## src/rtl/serial_addsub_pkg.sv

```systemverilog
// Shared types and constants for the bit-serial adder/subtractor.
// The FSM state enum and operation-mode encodings live here so the top and bench agree.
package serial_addsub_pkg;

    typedef enum logic [1:0] {
        IDLE  = 2'd0,
        SHIFT = 2'd1,
        DONE  = 2'd2
    } state_t;

    localparam logic MODE_ADD = 1'b0;
    localparam logic MODE_SUB = 1'b1;

endpackage

```

## src/rtl/serial_addsub_fa_cell.sv

```systemverilog
// One-bit combinational full adder; the only arithmetic element of the serial datapath.
module fa_cell (
    input  logic a,
    input  logic b,
    input  logic cin,
    output logic sum,
    output logic cout
);

    assign sum  = a ^ b ^ cin;
    assign cout = (a & b) | (a & cin) | (b & cin);

endmodule

```

## src/rtl/serial_addsub.sv

```systemverilog
// Bit-serial add/subtract: one result bit per clock, LSB first, WIDTH clocks per operation.
// Subtraction feeds the adder inverted B with the carry flop preset to 1.
module serial_addsub
    import serial_addsub_pkg::*;
#(
    parameter int WIDTH = 8
) (
    input  logic             clk,
    input  logic             clear,
    input  logic             start,
    input  logic             mode,
    input  logic [WIDTH-1:0] a,
    input  logic [WIDTH-1:0] b,
    output logic             busy,
    output logic             done,
    output logic [WIDTH-1:0] s,
    output logic             carry_out,
    output logic             overflow
);

    localparam int             CW   = $clog2(WIDTH + 1);
    localparam logic [CW-1:0]  LAST = CW'(WIDTH - 1);

    state_t           state_q;
    logic [WIDTH-1:0] a_q;
    logic [WIDTH-1:0] b_q;
    logic             c_q;
    logic             mode_q;
    logic [CW-1:0]    cnt_q;
    logic             busy_q;
    logic             done_q;
    logic [WIDTH-1:0] s_q;
    logic             carry_out_q;
    logic             overflow_q;

    logic             sum_bit;
    logic             cout_bit;
    logic [WIDTH-1:0] a_d;
    logic [WIDTH-1:0] b_d;

    fa_cell u_fa (
        .a    (a_q[0]),
        .b    (b_q[0] ^ mode_q),
        .cin  (c_q),
        .sum  (sum_bit),
        .cout (cout_bit)
    );

    // A doubles as the result register: sum bits enter at the top as operand bits leave.
    assign a_d = {sum_bit, a_q[WIDTH-1:1]};
    assign b_d = {1'b0, b_q[WIDTH-1:1]};

    always_ff @(posedge clk or negedge clear) begin
        if (!clear) begin
            state_q     <= IDLE;
            a_q         <= '0;
            b_q         <= '0;
            c_q         <= 1'b0;
            mode_q      <= MODE_ADD;
            cnt_q       <= '0;
            busy_q      <= 1'b0;
            done_q      <= 1'b0;
            s_q         <= '0;
            carry_out_q <= 1'b0;
            overflow_q  <= 1'b0;
        end else begin
            case (state_q)
                IDLE: begin
                    done_q <= 1'b0;
                    if (start) begin
                        a_q     <= a;
                        b_q     <= b;
                        c_q     <= (mode == MODE_SUB);
                        mode_q  <= mode;
                        cnt_q   <= '0;
                        busy_q  <= 1'b1;
                        state_q <= SHIFT;
                    end
                end
                SHIFT: begin
                    a_q   <= a_d;
                    b_q   <= b_d;
                    c_q   <= cout_bit;
                    cnt_q <= cnt_q + 1'b1;
                    if (cnt_q == LAST) begin
                        // c_q is the carry into the MSB, cout_bit the carry out of it.
                        s_q         <= a_d;
                        carry_out_q <= cout_bit;
                        overflow_q  <= c_q ^ cout_bit;
                        done_q      <= 1'b1;
                        state_q     <= DONE;
                    end
                end
                DONE: begin
                    done_q  <= 1'b0;
                    busy_q  <= 1'b0;
                    cnt_q   <= '0;
                    state_q <= IDLE;
                end
                default: begin
                    done_q  <= 1'b0;
                    busy_q  <= 1'b0;
                    state_q <= IDLE;
                end
            endcase
        end
    end

    assign busy      = busy_q;
    assign done      = done_q;
    assign s         = s_q;
    assign carry_out = carry_out_q;
    assign overflow  = overflow_q;

endmodule

```

## config.mk

```make
export PLATFORM = sky130hd
export DESIGN_NAME = serial_addsub
export DESIGN_NICKNAME = d
export VERILOG_FILES = /design/src/rtl/serial_addsub_pkg.sv /design/src/rtl/serial_addsub_fa_cell.sv /design/src/rtl/serial_addsub.sv
export SDC_FILE = /design/constraint.sdc
export NUM_CORES = 1
export LEC_CHECK = 0
export BUFFER_PORTS_ARGS = -buffer_cell sky130_fd_sc_hd__buf_2
export CAP_MARGIN = 30
export CORE_UTILIZATION = 30
export DETAILED_ROUTE_END_ITERATION = 16
export PLACE_DENSITY = 0.5
export SYNTH_ARGS = -nofsm -noshare
export SYNTH_HDL_FRONTEND = slang
export SYNTH_HIERARCHICAL = 1
export SYNTH_SLANG_ARGS = --single-unit
```

## constraint.sdc

```tcl
create_clock -name clk -period 2.2 [get_ports clk]
set_clock_uncertainty 0.15 [all_clocks]
set_input_delay 0.11 -clock clk [delete_from_list [all_inputs] [get_ports clk]]
set_output_delay 0.11 -clock clk [all_outputs]
set_load 0.03 [all_outputs]
```

==> reports/qor.log <==
[clock_network] post-cts sizing count 0
[critical_path] WP data required 2.22 ns
[hold_path] worst hold start b[4]
[critical_path] reg-to-reg setup timing slack 0.46 ns
[clock_network] later-pin clock latency in the skew report 0.28 ns
[grt] pin count of the biggest net entering global routing 37
[critical_path] Stages on worst setup path 5
[logic_synthesis] synthesized netlist cell count 162
[timing] min cycle time layout 1.74 ns
[final_layout] multi-input combinational cell area 790 um2
[critical_path] number of buffer and inverter stages on the critical path 1
[logic_synthesis] post-synthesis instance area 1770 um2
[logic_synthesis] net count after synthesis 184
[clock_network] CTS tree done
[logic_synthesis] library cell with the largest summed area after synthesis dfrtp_1
[critical_path] Crit path max-delay family flip-flops
[critical_path] Setup CP Type flip-flop to flip-flop
[drt] number of vias in the routed layout 1378
[timing] normalized max-slew margin 46.9%
[timing] unrepaired setup endpoints after global routing false
[critical_path] Max stage delay cell, worst path dfrtp_1
[logic_synthesis] total of flip-flops plus latches after synthesis 36
[die] count of boundary I/O pins 32
[hold_path] Cells on Worst Hold Path 3
[timing] final worst-path cycle share 79.2%
[critical_path] Reg2Reg Capture Point s[0]
[grt] total gr overflow 0
[drt] total DRC errors in the routed layout 0
[placed_design] Final HPWL DP 2620 um
[final_layout] Final #Nets 232
[timing] transition at the pin with the smallest max-transition slack 0.797 ns
[status] outcome finished with violations
[critical_path] cells on worst reg2reg path 5
[clock_network] number of H-tree levels 2
[pwr] P_int 1840 uW
[critical_path] data arrival time of the worst path 1.76 ns
[clock_network] maximum buffer depth of the clock tree 2
[timing] maximum frequency from static timing analysis 574 MHz
[pwr] switching power 1210 uW
[pwr] power share of the combinational group 44.7%
[grt] met2 track demand over resource in global routing 23.4%
[final_layout] Syn-to-layout area delta 26.8%
[drt] remaining antenna violation count after routing 0
[final_layout] area occupied by registers 901 um2
[timing] Final Hold Fails 1
[hold_path] worst hold path endpoint b_q[4]
[clock_network] clock tree sinks 36
[final_layout] number of fillers in the final layout 560
[timing] Finish-stage setup viols 0
[pwr] switching share of total power 39.7%
[final_layout] Antenna diodes 0
[pwr] sequential cell fraction of total power 39.7%
[logic_synthesis] sequential fraction of the synthesis area 50.8%
[grt] most utilized layer in the global route result met2
[clock_network] number of clock buffers inserted by TritonCTS 5
[grt] routing usage on met1 16.0%
[final_layout] most frequent cells in the layout dfrtp_1, buf_2, nor2b_1, o21ai_0, a21oi_1
[critical_path] reg-to-reg critical path startpoint cnt_q[0]
[timing] minimum hold slack -0.00558 ns
[die] Starting Density 31.6%
[placed_design] final weighted congestion of routability-driven global placement 0.730
[drt] total detailed-routing wirelength 3920 um
[pwr] power share of the clock group 15.6%
[run] maximum capacitance violations 0
[critical_path] Critical Path End Type flip-flop
[pwr] P_leak 0.00101 uW
[grt] wire length of the first global-routing pass 6570 um
[clock_network] post-CTS setup repair buffer count 0
[drt] First DRT Iteration DRCs 27
[final_layout] share of layout cells above drive strength 1 28.9%
[logic_synthesis] total number of yosys warnings 6
[logic_synthesis] cell types occupying the most area after synthesis dfrtp_1, mux2_4, nor2b_1
[critical_path] Critical Path Max Stage Delay 0.40 ns
[logic_synthesis] Synth Area per Inst 10.9 um2
[drt] wire length per cell after detailed routing 13.8 um
[logic_synthesis] Synth top area share 50.8%
[grt] GR Util met3 3.45%
[hold_path] min-delay worst type input port to flip-flop
[critical_path] critical path startpoint category flip-flop
[grt] via count of the first global-routing pass 1423
[pwr] power density of the placed cells 1360 nW/um2
[status] failing checks hold timing
[logic_synthesis] Cell variety after synth 29
[clock_network] clock-pin slew reported for the worst setup and hold paths after clock tree synthesis 0.07 ns
[timing] accumulated negative setup slack 0 ns
[drt] number of iterations in the first detailed-routing pass 4
[placed_design] number of buffer cells added on primary ports 31
[pwr] IR Drop Worst-Case VDD 0.000461 V
[critical_path] cell chain of the critical path ha_1, nand2_1, nor4_4, buf_4, mux2_2
[die] x dimension of the die 78.9 um
[clock_network] CTS root buf clkbuf_8
[die] height of the chip 78.9 um
[final_layout] non-filler instance count after layout 283
[critical_path] crit path max fanout 11
[drt] vias per std cell 4.87
[grt] Overall Global Routing Usage 13.7%
[placed_design] Placed Instances 260
[die] area enclosed by the die boundary 6220 um2
[grt] number of antenna violations at the first check in global routing 0
[die] core region area 5610 um2
[die] Cell Rows 27
[final_layout] leading cell type in the layout, fill and taps excluded dfrtp_1
[timing] fin. max-slew vios 0
[synthesized netlist by cell type]
| cell type | number |
|---|---|
| a211oi_1 | 1 |
| a21oi_1 | 18 |
| a22oi_1 | 16 |
| a31oi_1 | 1 |
| buf_2 | 7 |
| buf_6 | 2 |
| clkbuf_1 | 4 |
| dfrtp_1 | 36 |
| fa_1 | 1 |
| ha_1 | 1 |
| inv_1 | 1 |
| inv_4 | 1 |
| mux2_2 | 2 |
| mux2_4 | 9 |
| mux2i_1 | 1 |
| nand2_1 | 5 |
| nand3_1 | 1 |
| nor2_1 | 4 |
| nor2b_1 | 20 |
| nor3_1 | 1 |
| nor3b_1 | 1 |
| nor4_4 | 1 |
| o211ai_1 | 1 |
| o21a_1 | 1 |
| o21ai_0 | 20 |
| o31a_1 | 1 |
| o32ai_1 | 1 |
| or3b_2 | 1 |
| xor2_1 | 3 |
[worst reg2reg max path, stage by stage (launching register included)]
cell     delay (ns)
dfrtp_1        0.40
ha_1           0.20
nand2_1        0.11
nor4_4         0.14
buf_4          0.27
mux2_2         0.35
[power by group through the flow]
stage	sequential, uW	clock, uW	combinational, uW
after global routing	1260	522	1520
after CTS	1210	493	1380
after global placement	1210	0	1320
final	1210	476	1360
after floorplan	1350	0	860
after detailed placement	1220	0	1360
[layer usage]
metal  share of wire, %  vias to the layer above
met1                 45                      660
met5                  0                        -
met3                4.2                        8
met2                 49                       33
li1                   -                      677
met4                2.3                        0
[stage by stage]
| stage | setup slack [ns] | cell area, um2 | utilization (%) | total power [uW] |
|---|---|---|---|---|
| 5_1_grt | 0.349 | 2250 | 40.1 | 3300 |
| 6_report | 0.458 | 2250 | 40.1 | 3050 |
| 3_3_place_gp | 0.501 | 2010 | 35.8 | 2530 |
| 2_1_floorplan | 0.544 | 1770 | - | 2210 |
| 4_1_cts | 0.440 | 2250 | 40.1 | 3090 |
| 3_5_place_dp | 0.459 | 2010 | 35.8 | 2580 |
[cell families after synthesis]
group                    share of synthesized area [%]
adder cells (fa/ha/maj)                           1.83
flip-flops                                        50.8
XOR/XNOR                                          1.48
AND/OR/NAND/NOR                                   11.6
AO/OA/AOI/OAI                                     20.1
buffers and inverters                             4.66
multiplexers                                      9.46
[worst max-delay path by stage]
| stage | start | to | slack, ns |
|---|---|---|---|
| floorplan | mode_q | overflow | 0.54 |
| global placement | cnt_q[0] | s[0] | 0.50 |
| detailed placement | cnt_q[0] | s[0] | 0.46 |
| CTS | cnt_q[0] | s[0] | 0.44 |
| global route | state_q[1] | s[0] | 0.35 |
| finish | cnt_q[0] | s[0] | 0.46 |
[flip-flops by register name (all words and copies together) (netlist names)]
signal	count
done	1
cnt_q	4
a_q	8
busy	1
b_q	8
state_q	2
overflow	1
carry_out	1
mode_q	1
s	8
c_q	1
[cell type report]
type,instances,area share (%)
flip-flops and latches,36,40.1
multi-input cells,111,35.1
repair buffers,54,16.2
well taps,72,4.01
clock buffers,6,3.67
clock inverters,2,0.445
inverters,2,0.445
[timing repair]
action | 4_1_cts | 5_1_grt
endpoints found under the setup margin | 0 | 0
hold endpoints to repair | 50 | 0
hold buffers | 15 | 0
(Power assumes the default switching activity.)
